<file path="config.mk">
export PLATFORM = sky130hd
export DESIGN_NAME = imm_pipe
export DESIGN_NICKNAME = d
export VERILOG_FILES = /design/src/rtl/imm_pipe.sv
export SDC_FILE = /design/constraint.sdc
export NUM_CORES = 1
export LEC_CHECK = 0
export ABC_AREA = 1
export BUFFER_PORTS_ARGS = -buffer_cell sky130_fd_sc_hd__buf_2
export CORE_MARGIN = 2
export CORE_UTILIZATION = 60
export DETAILED_ROUTE_END_ITERATION = 10
export GPL_ROUTABILITY_DRIVEN = 1
export PLACE_DENSITY = 0.89
export SYNTH_ARGS = -nofsm -noshare
export SYNTH_HDL_FRONTEND = slang
export SYNTH_SLANG_ARGS = --single-unit
</file>
<file path="constraint.sdc">
create_clock -name clk -period 2.2 [get_ports clk]
set_input_delay 0.22 -clock clk [delete_from_list [all_inputs] [get_ports clk]]
set_output_delay 0.22 -clock clk [all_outputs]
set_load 0.005 [all_outputs]
</file>
<file path="src/rtl/imm_pipe.sv">
// imm_pipe: decodes immediate, format code and illegal flag from a raw RV32I/RV64I word
//   and queues them with a pass-through tag in a 2-entry in-order buffer.
// Latency: 1 edge from input handshake to head (buffer empty or head popping that edge).
// Backpressure: in_ready = (count < 2) from registered count only; out_* come from registers.
// Ports: clk, rst_n (async active-low), flush (synchronous clear);
//   in_valid/in_ready/in_instr/in_tag   - input handshake and payload;
//   out_valid/out_ready/out_imm/out_fmt/out_illegal/out_tag - head entry handshake and payload.
module imm_pipe #(
  parameter int XLEN  = 32,  // 32 or 64
  parameter int TAG_W = 32
) (
  input  logic             clk,
  input  logic             rst_n,
  input  logic             flush,
  input  logic             in_valid,
  output logic             in_ready,
  input  logic [31:0]      in_instr,
  input  logic [TAG_W-1:0] in_tag,
  output logic             out_valid,
  input  logic             out_ready,
  output logic [XLEN-1:0]  out_imm,
  output logic [2:0]       out_fmt,
  output logic             out_illegal,
  output logic [TAG_W-1:0] out_tag
);

  localparam logic [2:0] FMT_NONE  = 3'b000;
  localparam logic [2:0] FMT_I     = 3'b001;
  localparam logic [2:0] FMT_S     = 3'b010;
  localparam logic [2:0] FMT_B     = 3'b011;
  localparam logic [2:0] FMT_U     = 3'b100;
  localparam logic [2:0] FMT_J     = 3'b101;
  localparam logic [2:0] FMT_SHAMT = 3'b110;
  localparam logic [2:0] FMT_ZIMM  = 3'b111;

  localparam logic [6:0] OP_LUI    = 7'b0110111;
  localparam logic [6:0] OP_AUIPC  = 7'b0010111;
  localparam logic [6:0] OP_JAL    = 7'b1101111;
  localparam logic [6:0] OP_JALR   = 7'b1100111;
  localparam logic [6:0] OP_LOAD   = 7'b0000011;
  localparam logic [6:0] OP_MISC   = 7'b0001111;
  localparam logic [6:0] OP_STORE  = 7'b0100011;
  localparam logic [6:0] OP_BRANCH = 7'b1100011;
  localparam logic [6:0] OP_IMM    = 7'b0010011;
  localparam logic [6:0] OP_SYSTEM = 7'b1110011;
  localparam logic [6:0] OP_REG    = 7'b0110011;

  // ---------------------------------------------------------------------------
  // Decode (combinational on in_instr)
  // ---------------------------------------------------------------------------
  logic [6:0]      opcode;
  logic [2:0]      funct3;
  logic [31:0]     raw32;    // immediate already sign/zero-extended to 32 bits
  logic [2:0]      dec_fmt;
  logic            dec_ill;
  logic [XLEN-1:0] dec_imm;

  assign opcode = in_instr[6:0];
  assign funct3 = in_instr[14:12];

  always_comb begin
    raw32   = '0;
    dec_fmt = FMT_NONE;
    dec_ill = 1'b0;
    case (opcode)
      OP_LUI, OP_AUIPC: begin
        dec_fmt = FMT_U;
        raw32   = {in_instr[31:12], 12'b0};
      end
      OP_JAL: begin
        dec_fmt = FMT_J;
        raw32   = {{11{in_instr[31]}}, in_instr[31], in_instr[19:12], in_instr[20],
                   in_instr[30:21], 1'b0};
      end
      OP_JALR, OP_LOAD, OP_MISC: begin
        dec_fmt = FMT_I;
        raw32   = {{20{in_instr[31]}}, in_instr[31:20]};
      end
      OP_STORE: begin
        dec_fmt = FMT_S;
        raw32   = {{20{in_instr[31]}}, in_instr[31:25], in_instr[11:7]};
      end
      OP_BRANCH: begin
        dec_fmt = FMT_B;
        raw32   = {{19{in_instr[31]}}, in_instr[31], in_instr[7], in_instr[30:25],
                   in_instr[11:8], 1'b0};
      end
      OP_IMM: begin
        if (funct3 == 3'b001 || funct3 == 3'b101) begin
          dec_fmt = FMT_SHAMT;
          if (XLEN == 64) begin
            raw32 = {26'b0, in_instr[25:20]};
          end else begin
            // RV32 shifts only have a 5-bit amount; bit 25 set is reserved.
            raw32   = {27'b0, in_instr[24:20]};
            dec_ill = in_instr[25];
          end
        end else begin
          dec_fmt = FMT_I;
          raw32   = {{20{in_instr[31]}}, in_instr[31:20]};
        end
      end
      OP_SYSTEM: begin
        if (funct3[2]) begin
          dec_fmt = FMT_ZIMM;
          raw32   = {27'b0, in_instr[19:15]};
        end
      end
      OP_REG: begin
        dec_fmt = FMT_NONE;
      end
      default: begin
        dec_ill = 1'b1;
      end
    endcase
  end

  // Zero-extended fields are narrow, so bit 31 of raw32 is 0 for them and a
  // single sign extension to XLEN is correct for every format.
  always_comb begin
    if (dec_ill) dec_imm = '0;
    else         dec_imm = XLEN'($signed(raw32));
  end

  // ---------------------------------------------------------------------------
  // 2-entry in-order buffer
  // ---------------------------------------------------------------------------
  logic [XLEN-1:0]  imm_q [2];
  logic [2:0]       fmt_q [2];
  logic             ill_q [2];
  logic [TAG_W-1:0] tag_q [2];
  logic [1:0]       count_q, count_d;
  logic             wr_ptr_q, wr_ptr_d;
  logic             rd_ptr_q, rd_ptr_d;
  logic             push, pop;

  assign in_ready  = (count_q != 2'd2);
  assign out_valid = (count_q != 2'd0);
  assign push      = in_valid & in_ready;
  assign pop       = out_valid & out_ready;

  always_comb begin
    count_d  = count_q;
    wr_ptr_d = wr_ptr_q;
    rd_ptr_d = rd_ptr_q;
    if (flush) begin
      // flush wins over any handshake completing this cycle
      count_d  = 2'd0;
      wr_ptr_d = 1'b0;
      rd_ptr_d = 1'b0;
    end else begin
      if (push) wr_ptr_d = ~wr_ptr_q;
      if (pop)  rd_ptr_d = ~rd_ptr_q;
      if (push && !pop)      count_d = count_q + 2'd1;
      else if (pop && !push) count_d = count_q - 2'd1;
    end
  end

  always_ff @(posedge clk or negedge rst_n) begin
    if (!rst_n) begin
      count_q  <= 2'd0;
      wr_ptr_q <= 1'b0;
      rd_ptr_q <= 1'b0;
      for (int i = 0; i < 2; i++) begin
        imm_q[i] <= '0;
        fmt_q[i] <= FMT_NONE;
        ill_q[i] <= 1'b0;
        tag_q[i] <= '0;
      end
    end else begin
      count_q  <= count_d;
      wr_ptr_q <= wr_ptr_d;
      rd_ptr_q <= rd_ptr_d;
      if (push && !flush) begin
        imm_q[wr_ptr_q] <= dec_imm;
        fmt_q[wr_ptr_q] <= dec_fmt;
        ill_q[wr_ptr_q] <= dec_ill;
        tag_q[wr_ptr_q] <= in_tag;
      end
    end
  end

  // Head outputs read 0 whenever the buffer is empty.
  assign out_imm     = out_valid ? imm_q[rd_ptr_q] : '0;
  assign out_fmt     = out_valid ? fmt_q[rd_ptr_q] : FMT_NONE;
  assign out_illegal = out_valid ? ill_q[rd_ptr_q] : 1'b0;
  assign out_tag     = out_valid ? tag_q[rd_ptr_q] : '0;

endmodule

</file>
=== Word level (Yosys, flattened, before mapping) ===
Cells that the tools add are included.

* Logic and storage cells: 93
* Register bits after elaboration: 140
* Input bits: 69

* $add $sub $neg: 2
* Equality and inequality tests: 14
* Order comparisons: 3
* Bitwise operators: 6
* Reduce and logical (&&, ||, !) cells: 15
* Mux-type cells: 42

{| class="wikitable"
|+ Operators with widths
! operator !! count
|-
| $mux W32 || 11
|-
| $pmux W32 S7 || 1
|-
| $bwmux W64 || 2
|-
| $demux W32 S1 || 1
|-
| $eq A7 B7 Y1 const B || 4
|-
| $eq A7 B6 Y1 const B || 3
|-
| $mux W3 || 7
|-
| $pmux W3 S7 || 1
|-
| $eq A7 B5 Y1 const B || 2
|-
| $mux W1 || 10
|-
| $reduce_or A10 Y1 || 1
|-
| $eq A7 B2 Y1 const B || 1
|-
| $eq A7 B4 Y1 const B || 1
|-
| $bwmux W6 || 1
|-
| $mux W2 || 3
|-
| $reduce_bool A2 Y1 || 3
|-
| $mux W5 || 1
|-
| $ge A2 B2 Y1 const B || 2
|-
| $logic_and A1 B1 Y1 || 4
|-
| $not A1 Y2 || 2
|-
| $demux W3 S1 || 1
|-
| $eq A3 B1 Y1 const B || 1
|-
| $eq A3 B3 Y1 const B || 1
|-
| $logic_not A1 Y1 || 3
|-
| other kinds (13) || 15
|}

=== Longest topological paths before layout ===
* Word-level depth: 7
* Mapped depth: 11
* Gate-level depth less buffers: 10

=== Least setup slack after synthesis ===
Ideal clock, no wire load.

* Path kind: register to register
* Start: register count_q[1]
* End: register tag_q[39] in the netlist's numbering
* Slack: 0.757 ns
* Clock period less this slack: 1.443 ns
* Cell stages (with the launch flop): 9
* Library setup time: 0.130 ns
* Data required time: 2.070 ns
* Arrival: 1.313 ns
* Buffers on the path: 2
* Cells stage by stage: dfrtp_1 > nand2_2 > nand2_2 > nor3_4 > inv_2 > buf_2 > buf_2 > nand2_1 > o21ai_1

* Cells in the longest elaborated chain, start to end: 3

{| class="wikitable"
|+ Ends and longest elaborated chain
! element !! RTL line !! text
|-
| start: declaration || 132 || <nowiki>logic [1:0] count_q, count_d;</nowiki>
|-
| start signal: assignment || 171 || <nowiki>count_q <= count_d;</nowiki>
|-
| $ne A2 B2 Y1 || 137 || <nowiki>assign in_ready = (count_q != 2'd2);</nowiki>
|-
| via in_ready || 16 || <nowiki>output logic in_ready,</nowiki>
|-
| $and A1 B1 Y1 || 139 || <nowiki>assign push = in_valid & in_ready;</nowiki>
|-
| $logic_and A1 B1 Y1 || 174 || <nowiki>if (push && !flush) begin</nowiki>
|-
| end signal: indexed assignment || 178 || <nowiki>tag_q[wr_ptr_q] <= in_tag;</nowiki>
|-
| end: declaration || 131 || <nowiki>logic [TAG_W-1:0] tag_q [2];</nowiki>
|}

The timed path passes the listed nets, and every way through them passes these cells.
A chain may end at the register's enable or synchronous reset.

=== Final worst setup path ===
* Start: register rd_ptr_q
* End: output out_tag[12]

* Cells in the longest elaborated chain, start to end: 5

{| class="wikitable"
|+ Ends and longest elaborated chain
! element !! RTL line !! text
|-
| start: declaration || 134 || <nowiki>logic rd_ptr_q, rd_ptr_d;</nowiki>
|-
| start signal: assignment || 173 || <nowiki>rd_ptr_q <= rd_ptr_d;</nowiki>
|-
| $not A1 Y2 (implied by the code) || 187 || <nowiki>assign out_tag = out_valid ? tag_q[rd_ptr_q] : '0;</nowiki>
|-
| $mux W32 (implied by the code) (3 in series) || 187 ||
|-
| $mux W32 || 187 ||
|-
| end: declaration || 24 || <nowiki>output logic [TAG_W-1:0] out_tag</nowiki>
|}

No other way between the ends. The select of a mux whose other input is x is not followed.

==> reports/metrics.csv <==
metric,value,unit
crit_required,1980,ps
fin_area,8350,sq um
cts_tree,built,
first_global_vias,6269,
clock_latency,420,ps
cellPowerDensity,998,nW/um^2
maxUsedRoutingLayer,met4,
cts_setup_buffers,0,
worstSetupPathType,flip-flop to primary output,
drc_errors,0,
grt_use_total,0.297,
vdd_drop_max,0.721,mV
wl_per_cell,14.5,um
synth.net_count,1017,
dp.cells,1190,
initial_utilization,0.612,
root_buffer,clkbuf_16,
hold_path_startpoint,in_tag[0],
tightest_slew,589,ps
synthesis.area,6960,sq um
clk_transition_reported_paths,60,ps
post-route-period-util,0.918,
p_leak,4.58,nW
cp_max_fo,21,
r2r_end,count_q[0]$_DFFE_PN0P_,
worstRegToRegCells,7,
yosysUniqueCellTypes,26,
fmax,495,MHz
synth-seq-cells,140,
antenna_left,0,
htreeDepth,4,
numCtsBuffers,17,
vias,6694,
layout_setup_ws,181,ps
dp.final_hpwl,11.6,mm
clock-sinks,140,
p_total,8.33,mW
rows,39,
syn_avg_cell_area,7.34,sq um
period_minus_slack,2020,ps
die_w,112,um
hold_end,tag_q[32]$_DFFE_PN0P_,
grt_pass1_wl,29.9,mm
crit_arrival,1800,ps
layout_commonest_cell,nand2_1,
crit_slowest_cell,dfrtp_2,
antenna_cells,0,
finalHoldViolCount,0,
min_path_type,input pin to flip-flop,
tns,0,ps
grt_max_degree,89,
cp_cell_sequence,"clkinv_2, buf_4, nand2_1, a21oi_1, buf_2",
grt.overflow.total,0,
syn-instance-count,948,
cpLargestDelayFamily,buffers and inverters,
nNetsFinal,1136,
endpoint_kind,primary output,
worstHoldPathCells,3,
relSlewSlack,0.608,
finClkSkew,6.87,ps
placed_area,7760,sq um
areaGrowthSynthToFinish,20.0,%
gp_congestion,0.941,
drt-pass1-iter-count,5,
ys_warn_count,0,
rr_startpoint,count_q[0]$_DFFE_PN0P_,
fp.coreArea,11400,sq um
met3_length,1.44,mm
ioPinCount,139,
report.final.slew_viol_count,0,
layout-drive-gt1-share,0.193,
port_buffers,138,
wl_met2,8.45,mm
preCtsSetupSlack,358,ps
wl_met1,7.48,mm
cap_violations,0,
clockBufferDepth,2,
dieArea,12500,sq um
most-common-layout-cells,"nand2_1 (402), dfrtp_1 (139), buf_2 (137), a21oi_1 (76), inv_1 (73)",
antenna_found_initial,0,
final-setup-viol-count,0,
die_height,112,um
rsz0062_at_grt,no,
slowest_delay,430,ps
final_cell_count_no_fill,1223,
yosysSeqAreaShare,0.503,
status,"complete, no violations",
r2r_slack,520,ps
avgViaCountPerCell,5.47,
cp-start-kind,flip-flop,
path_buf_inv,3,
drt_iter0_drc,746,
wirelength,17.8,mm
## worst min-delay path: cells and delay by family
family / cells / cell delay (ps)
AO/OA/AOI/OAI: 1 / 70
buffers and inverters: 2 / 160
## Yosys cell counts
master | instances | area (sq um)
o21ai_0 | 50 | 250
buf_6 | 1 | 11.3
nand4_1 | 5 | 31.3
o21ai_1 | 56 | 280
inv_2 | 8 | 30.0
nor3_4 | 2 | 32.5
buf_1 | 1 | 3.75
buf_2 | 23 | 115
nand3_1 | 39 | 195
inv_1 | 74 | 278
nor2_4 | 1 | 11.3
dfrtp_1 | 140 | 3500
nand3_2 | 1 | 10.0
a21oi_1 | 76 | 380
o31ai_1 | 1 | 7.51
nand2_2 | 4 | 25.0
o21ai_2 | 1 | 8.76
nand2_4 | 1 | 11.3
nor2_2 | 2 | 12.5
nor3_1 | 2 | 10.0
buf_4 | 1 | 7.51
clkbuf_1 | 30 | 113
nor2_1 | 21 | 78.8
o211ai_1 | 1 | 7.51
nand2_1 | 402 | 1510
nand3b_1 | 5 | 37.5
## layout make-up
cell class              count  area, sq um
flip-flops and latches    140         3500
clock buffers              23          488
fillers                   885         3020
well taps                 143          179
repair buffers            156          872
multi-input cells         670         2910
clock inverters             9         86.3
inverters                  82          313
## registers in the layout, indices dropped and copies added, names as in the netlist
register  flops
imm_q        64
tag_q        64
fmt_q         6
count_q       2
ill_q         2
rd_ptr_q      1
wr_ptr_q      1
## how the worst max path moves through the flow
stage                                      start               endpoint  slack, ps  depth (start not counted)
after global routing        rd_ptr_q$_DFFE_PN0P_            out_tag[24]         60                          5
after global placement               in_instr[1]  imm_q[58]$_DFFE_PN0P_        460                         11
after CTS                 count_q[1]$_DFFE_PN0P_             out_fmt[0]         40                          5
final                       rd_ptr_q$_DFFE_PN0P_            out_tag[12]        180                          5
after floorplan           count_q[1]$_DFFE_PN0P_  tag_q[39]$_DFFE_PN0P_        760                          8
after detailed placement             in_instr[1]  imm_q[30]$_DFFE_PN0P_        360                         11
## cells by family (layout without fill, tap and decap cells)
| logic type | Yosys count | count (layout) | synth area share |
|---|---|---|---|
| AOI/OAI and AO/OA | 185 | 185 | 0.134 |
| and+or+nand+nor | 485 | 485 | 0.282 |
| DFF | 140 | 140 | 0.503 |
| buffers and inverters | 138 | 270 | 0.0802 |
## per-layer routing
metal,GRT usage,vias to the layer above
met5,0,-
met4,0.102,0
met3,0.0697,32
met2,0.460,317
met1,0.416,3116
li1,-,3229
## metrics by stage
stage | hold WS (ps) | utilization
global route | 58.1 | 0.734
floorplan | -75.6 | -
detailed placement | 226 | 0.683
finish | 63.9 | 0.734
CTS | 56.4 | 0.734
global placement | 227 | 0.683
## power breakdown
part,switching [mW],internal [mW]
clock,1.06,1.67
sequential,0.351,3.26
combinational,1.24,0.750
total,2.65,5.68
## repair_timing
item / CTS / global route
resized for setup: 0 / 2
endpoints found under the setup margin: 0 / 11
hold buffers: 1 / 0
hold endpoints to repair: 59 / 0
(Power assumes the default switching activity.)
